<file path="config.mk">
export PLATFORM = sky130hd
export DESIGN_NAME = peripheral_crc_7
export DESIGN_NICKNAME = d
export VERILOG_FILES = /design/src/rtl/peripheral_crc_7.sv
export SDC_FILE = /design/constraint.sdc
export NUM_CORES = 1
export LEC_CHECK = 0
export ABC_AREA = 1
export CORE_MARGIN = 1.5
export CORE_UTILIZATION = 45
export DETAILED_ROUTE_END_ITERATION = 6
export DONT_BUFFER_PORTS = 1
export RECOVER_POWER = 50
export REMOVE_ABC_BUFFERS = 1
export SLEW_MARGIN = 20
export SYNTH_ARGS = -nofsm -noshare
export SYNTH_HDL_FRONTEND = slang
export SYNTH_SLANG_ARGS = --single-unit
</file>
<file path="constraint.sdc">
create_clock -name clk -period 1.6 [get_ports clk]
set_input_delay 0.32 -clock clk [delete_from_list [all_inputs] [get_ports clk]]
set_output_delay 0.32 -clock clk [all_outputs]
set_load 0.02 [all_outputs]
</file>
<file path="src/rtl/peripheral_crc_7.sv">
// Register-mapped SD-style CRC7 engine: a 40-bit command/argument message is
// shifted MSB first through x^7+x^3+1, one bit per clock.
module peripheral_crc_7 (
    input  logic        clk,
    input  logic        rst,
    input  logic [15:0] d_in,
    input  logic        cs,
    input  logic [3:0]  addr,
    input  logic        rd,
    input  logic        wr,
    output logic [15:0] d_out
);

    typedef enum logic {IDLE, BUSY} state_t;

    state_t      state, state_nxt;
    logic [39:0] msg, shift;
    logic [6:0]  crc, crc_nxt;
    logic [5:0]  cnt;
    logic        done, busy;
    logic        wr_en, start, fb;

    assign busy  = (state == BUSY);
    assign wr_en = cs && wr;
    assign start = wr_en && (addr == 4'h4) && d_in[0] && (state == IDLE);

    assign fb      = shift[39] ^ crc[6];
    assign crc_nxt = {crc[5:0], 1'b0} ^ (fb ? 7'h09 : 7'h00);

    always_comb begin
        state_nxt = state;
        case (state)
            IDLE:    if (start) state_nxt = BUSY;
            BUSY:    if (cnt == 6'd0) state_nxt = IDLE;
            default: state_nxt = IDLE;
        endcase
    end

    always_ff @(posedge clk or negedge rst) begin
        if (!rst) state <= IDLE;
        else      state <= state_nxt;
    end

    // Message registers are frozen while busy; the engine works on its own shift copy.
    always_ff @(posedge clk or negedge rst) begin
        if (!rst) begin
            msg   <= '0;
            shift <= '0;
            crc   <= '0;
            cnt   <= '0;
            done  <= 1'b0;
        end else begin
            if (wr_en && state == IDLE) begin
                case (addr)
                    4'h0:    msg[39:32] <= d_in[7:0];
                    4'h2:    msg[31:16] <= d_in;
                    4'hA:    msg[15:0]  <= d_in;
                    default: ;
                endcase
            end
            if (start) begin
                shift <= msg;
                crc   <= '0;
                cnt   <= 6'd39;
                done  <= 1'b0;
            end else if (state == BUSY) begin
                shift <= {shift[38:0], 1'b0};
                crc   <= crc_nxt;
                if (cnt == 6'd0) done <= 1'b1;
                else             cnt  <= cnt - 6'd1;
            end
        end
    end

    always_comb begin
        d_out = 16'h0000;
        if (cs && rd) begin
            case (addr)
                4'h6:    d_out = {14'h0, busy, done};
                4'h8:    d_out = {9'h0, crc};
                4'hC:    d_out = {8'h0, crc, 1'b1};
                default: d_out = 16'h0000;
            endcase
        end
    end

endmodule

</file>
==> summary.txt, run 1 <==
Run status
  – Result of the run: finished with violations
  – Violations in the final reports: hold timing

Timing
  – Final Skew: 8.41 ps
  – Max Fclk: 640 MHz
  – Setup Viol. Count Final: 0
  – Final critical-path setup slack: 37.2 ps
  – Setup TNS: 0 ps
  – Count of final max-slew check failures: 0
  – Unrepaired setup endpoints after global routing: yes
  – Final-layout worst hold slack: -350 ps
  – Fin crit share: 0.977
  – Clock period minus worst slack: 1560 ps
  – Hold violation count in the final report: 95

Worst setup path
  – Critical register-to-register path startpoint: busy$_DFF_PN0_
  – Launch point of the critical path: crc[6]$_DFFE_PN0P_
  – Startpoint types: flop
  – Peak fanout along the critical path: 3
  – Slack of the worst reg-to-reg path: 140 ps
  – Signal arrival time at the worst endpoint: 1240 ps
  – Number of cell instances on the worst register-to-register path: 6
  – Capturing point of the worst reg2reg path: shift[9]$_DFFE_PN0P_
  – Endpoint class of the critical path: output pin
  – Worst endpoint required time: 1280 ps
  – Setup Crit Path Kind: reg -> out

Drt
  – Avg Vias per Cell: 4.72
  – Count of TritonRoute iterations in the first routing pass: 4
  – DRC violation count after routing: 0
  – Antenna violation net count after detailed routing: 0
  – Wire length after detailed routing: 7.97 mm
  – Iteration-0 DRC count of the detailed router: 181
  – Wirelength per Cell: 12.2 um
  – Routed vias: 3,093

Floorplanning
  – Site row count: 35
  – Core box area: 9240 sq um
  – Floorplan die width: 101 um
  – Boundary pin count: 41
  – Initial Utilization: 0.465
  – Chip Height: 101 um
  – Die footprint: 10,200 sq um

Job
  – Max-cap check violation count: 0

Synth
  – Synth cell types: 28
  – Count of synthesis-stage warnings from yosys: 0
  – Post-synthesis instance area: 4300 sq um
  – Synth Area per Inst: 8.42 sq um
  – Sequential cell area fraction in the yosys report: 0.553
  – Post-synthesis register bit count: 95
  – Post-synthesis cell count: 511

CTS
  – TritonCTS Buffers: 9
  – Clock tree root buffer cell: sky130_fd_sc_hd__clkbuf_8
  – Clock insertion delay at the later pin of the skew report: 350 ps
  – Clock input transition at the sequential cells of the worst setup and hold paths: 90 ps
  – Worst-case clock buffer depth: 2
  – CTS tree: yes
  – Sinks on Clock Net: 95
  – CTS H-tree lvls: 3

Placed design
  – Pre-CTS worst setup slack: 29.4 ps
  – Estimated wirelength of the detail-placed design: 5.25 mm
  – Final GP Congestion: 0.742
  – Dpl cells: 637
  – Buffers on Ports: 0

Layout
  – Share of layout cells above drive strength 1: 0.108
  – Synth-to-Final Area Change: 8.73%
  – Number of cells in the finished layout apart from fillers: 655
  – # nets final: 548
  – Count of fill cells added during filler insertion: 911
  – Antenna diode count: 0

Global route
  – Total routing resource utilization after global routing: 0.177
  – Antenna violations before repair: 0
  – Maximum number of pins on one net before global-route repair: 96
  – Global-route wire length before repair: 14.3 mm
  – GRT Residual Overflow: 0
  – Vias in the first global route: 3,143

Power
  – Worst voltage drop across the vdd grid: 0.444 mV
  – Power density relative to cell area: 866 nW/um^2
  – Overall power of the completed layout: 4050 uW
  – Leakage power figure: 0.00237 uW

Min path
  – Min-delay worst type: in -> async
[layout by cell type (no fill, tap or decap), types with 2 or more instances in the layout]
master,instances
sky130_fd_sc_hd__a21oi_1,6
sky130_fd_sc_hd__o22ai_1,5
sky130_fd_sc_hd__dfrtp_1,94
sky130_fd_sc_hd__clkbuf_8,9
sky130_fd_sc_hd__inv_2,4
sky130_fd_sc_hd__nor2_2,3
sky130_fd_sc_hd__nand2_1,201
sky130_fd_sc_hd__o21ai_2,2
sky130_fd_sc_hd__xnor2_1,2
sky130_fd_sc_hd__conb_1,8
sky130_fd_sc_hd__clkinv_2,3
sky130_fd_sc_hd__ha_1,2
sky130_fd_sc_hd__inv_1,42
sky130_fd_sc_hd__nand3_1,47
sky130_fd_sc_hd__buf_4,16
sky130_fd_sc_hd__o21ai_0,43
sky130_fd_sc_hd__nand2_2,5
sky130_fd_sc_hd__buf_12,4
sky130_fd_sc_hd__clkinv_4,2
sky130_fd_sc_hd__nor2_1,15
sky130_fd_sc_hd__nor2_4,2
[timing repair]
action	4_1_cts	5_1_grt
setup buffers	1	1
endpoints found under the setup margin	1	12
hold endpoints to repair	95	95
resized for setup	1	6
[Yosys cell counts (all sizes together)]
master | instances | area share
nor2 | 20 | 0.022
nand3b | 1 | 0.0017
xor2 | 1 | 0.0020
o22ai | 5 | 0.0073
nand3 | 48 | 0.059
a21oi | 6 | 0.0070
nor4 | 1 | 0.0015
conb | 1 | 0.00087
nand4 | 1 | 0.0015
clkbuf | 6 | 0.0052
inv | 47 | 0.042
ha | 2 | 0.0058
o21ai | 46 | 0.055
xnor2 | 2 | 0.0041
dfrtp | 95 | 0.55
nand2 | 206 | 0.18
nor3b | 1 | 0.0044
buf | 22 | 0.045
[worst max-delay path by stage]
stage	endpoint	slack, ps	cells past startpoint
after floorplan	shift[10]$_DFFE_PN0P_	-280	5
after global placement	d_out[6]	70	6
after detailed placement	d_out[6]	30	6
after CTS	d_out[1]	0.1	4
after global routing	d_out[7]	-10	3
final	d_out[7]	40	3
[kinds of logic after synthesis]
logic type	share of synthesized area
adder cells (fa/ha/maj)	0.00582
AO/OA/AOI/OAI	0.0695
AND/OR/NAND/NOR	0.273
other	0.000872
XOR/XNOR	0.00611
buffers and inverters	0.0917
flip-flops	0.553
[registers in the layout (all words and copies together), names as in the netlist]
name,count
msg,40
shift,40
crc,7
cnt,6
busy,1
done,1
[layer usage]
metal	global-route usage	routed length [um]	up-vias
li1	-	-	1607
met1	0.239	3960	1436
met2	0.292	3690	40
met3	0.0284	217	10
met4	0.0585	99	0
met5	0	0	-
[critical path, cell delays in order, from the launching register on]
cell and delay, ps:
sky130_fd_sc_hd__dfrtp_1 390, sky130_fd_sc_hd__inv_2 60, sky130_fd_sc_hd__nor4_2 260, sky130_fd_sc_hd__buf_4 180
[where the power goes]
part	internal [uW]	leakage, uW	total (uW)	switching [uW]
combinational	17.4	0.00102	77.1	59.8
clock	726	0.000103	1560	837
sequential	2400	0.00125	2410	3.38
[per-stage QoR]
| stage | cell area, sq um | util |
|---|---|---|
| after floorplan | 4110 | - |
| after CTS | 4670 | 0.505 |
| after global placement | 4460 | 0.482 |
| after detailed placement | 4460 | 0.482 |
| final | 4680 | 0.506 |
| after global routing | 4680 | 0.506 |
[area by class of cell]
| class | instances | area [sq um] | share of cell area |
|---|---|---|---|
| Clock buffer | 9 | 124 | 0.0265 |
| Clock inverter | 7 | 71.3 | 0.0153 |
| Inverter | 47 | 179 | 0.0383 |
| Multi-Input combinational cell | 348 | 1560 | 0.334 |
| Sequential cell | 95 | 2380 | 0.509 |
| Tap cell | 129 | 161 | 0.0345 |
| Timing Repair Buffer | 20 | 200 | 0.0428 |
No activity file was read; power rests on OpenSTA's default activity.
==> inputs of run 2 (changes only) <==
Settings changed: RECOVER_POWER 50 to unset.
==> run 2 against run 1 <==
The run still ends with hold timing left. Register-to-register slack gained 90 ps. Largest power group unchanged. Fmax barely moved. Worst setup slack better by 0.66 ps. Clock skew barely moved.
==> summary.txt, run 2 (synthesis results as in run 1) <==
Worst setup path
  – Peak fanout along the critical path: 3
  – Signal arrival time at the worst endpoint: 1240 ps
  – Critical path's top delay family: flip-flops
  – Max stage delay on crit path: 390 ps
  – Worst endpoint required time: 1280 ps
  – Slack of the worst reg-to-reg path: 230 ps
  – Critical register-to-register path startpoint: cnt[0]$_DFFE_PN0P_
  – Endpoint class of the critical path: output pin
  – Setup Crit Path Kind: reg -> out
  – Sum of buffers and inverters on the critical path: 2
  – Launch point of the critical path: crc[6]$_DFFE_PN0P_
  – Worst-path cell chain: inv_2 -> nor4_2 -> buf_4
  – Cell with the largest stage delay on the worst path: sky130_fd_sc_hd__dfrtp_1
  – Startpoint types: flop

Floorplanning
  – Core box area: 9240 sq um
  – Initial Utilization: 0.465
  – Floorplan die width: 101 um
  – Die footprint: 10,200 sq um
  – Chip Height: 101 um
  – Site row count: 35
  – Boundary pin count: 41

CTS
  – Clock tree root buffer cell: sky130_fd_sc_hd__clkbuf_8
  – CTS H-tree lvls: 3
  – Sinks on Clock Net: 95
  – CTS tree: yes
  – Clock insertion delay at the later pin of the skew report: 350 ps
  – Clock input transition at the sequential cells of the worst setup and hold paths: 90 ps
  – TritonCTS Buffers: 9
  – Worst-case clock buffer depth: 2

Power
  – Leakage power figure: 0.00237 uW
  – Overall power of the completed layout: 4050 uW
  – Power density relative to cell area: 864 nW/um^2
  – Worst voltage drop across the vdd grid: 0.443 mV

Run status
  – Violations in the final reports: hold timing
  – Result of the run: finished with violations

Min path
  – Min-delay worst type: in -> async

Timing
  – Final-layout worst hold slack: -349 ps
  – Count of final max-slew check failures: 0
  – Unrepaired setup endpoints after global routing: yes
  – Setup Viol. Count Final: 0
  – Max Fclk: 640 MHz
  – Final Skew: 8.47 ps
  – Fin crit share: 0.976
  – Hold violation count in the final report: 95
  – Clock period minus worst slack: 1560 ps

Placed design
  – Final GP Congestion: 0.742
  – Dpl cells: 637
  – Estimated wirelength of the detail-placed design: 5.25 mm
  – Placed cell area: 4460 sq um
  – Buffers on Ports: 0

Layout
  – Utilization of the core after routing: 0.507
  – Registers with the highest flip-flop counts: msg x40, shift x40, crc x7
  – Non-Filler Cell Area, Final: 4680 sq um
  – Number of cells in the finished layout apart from fillers: 655
  – Count of fill cells added during filler insertion: 910
  – Synth-to-Final Area Change: 8.90%
  – # nets final: 548
  – Sequential standard cell area: 2380 sq um
  – Share of layout cells above drive strength 1: 0.110
  – Most common cell after layout, fill and taps aside: sky130_fd_sc_hd__nand2_1
  – Antenna diode count: 0
  – Area of combinational cells with multiple inputs: 1570 sq um
  – Most frequent cells in the layout: sky130_fd_sc_hd__nand2_1 (200), sky130_fd_sc_hd__dfrtp_1 (94), sky130_fd_sc_hd__nand3_1 (47), sky130_fd_sc_hd__o21ai_0 (43), sky130_fd_sc_hd__inv_1 (42)

Global route
  – Maximum number of pins on one net before global-route repair: 96
  – GRT Residual Overflow: 0
  – Total routing resource utilization after global routing: 0.177
  – Antenna violations before repair: 0
  – Vias in the first global route: 3,143
  – Global-route wire length before repair: 14.3 mm

Drt
  – Iteration-0 DRC count of the detailed router: 211
  – Count of TritonRoute iterations in the first routing pass: 4
  – Routed vias: 3,093
  – Avg Vias per Cell: 4.72
  – Wirelength per Cell: 12.1 um
  – Antenna violation net count after detailed routing: 0
  – Wire length after detailed routing: 7.96 mm
  – DRC violation count after routing: 0

Job
  – Max-cap check violation count: 0
run 2: per-layer routing:
metal,GRT usage,vias to the layer above,routed length [um]
li1,-,1606,-
met1,0.239,1438,3930
met2,0.292,39,3680
met3,0.0284,10,241
met4,0.0585,0,99
met5,0,-,0
run 2: per-stage QoR:
stage / setup TNS (ps) / setup WS [ps]
after floorplan: -20200 / -282
after global placement: 0 / 71.5
after detailed placement: 0 / 29.4
after CTS: 0 / 0.128
after global routing: -25.4 / -13.4
final: 0 / 37.9
run 2: final cells by class:
| cell class | count | share of cell area |
|---|---|---|
| Clock buffer | 9 | 0.0264 |
| Clock inverter | 7 | 0.0152 |
| Inverter | 47 | 0.0382 |
| Multi-Input combinational cell | 348 | 0.335 |
| Sequential cell | 95 | 0.508 |
| Tap cell | 129 | 0.0345 |
| Timing Repair Buffer | 20 | 0.0427 |
run 2: path summary, 6_finish.rpt:
path                                               to  depth (start not counted)
worst max-delay path                         d_out[7]                          3
worst min-delay path               crc[4]$_DFFE_PN0P_                          0
worst max register to register     cnt[1]$_DFFE_PN0P_                          7
worst min register to register  shift[35]$_DFFE_PN0P_                          2
max in group asynchronous              busy$_DFF_PN0_                          0
min in group clk                  msg[37]$_DFFE_PN0P_                          2
run 2: power by group:
part           switching, uW  internal (uW)
clock                    836            726
combinational           59.8           17.4
sequential              3.38           2400
run 2: repair_timing:
item / in CTS / in global routing
hold endpoints to repair: 95 / 95
resized for setup: 1 / 6
setup buffers: 1 / 1
setup endpoints to repair: 1 / 12
cloned: 0 / 0
pin swaps: 0 / 0
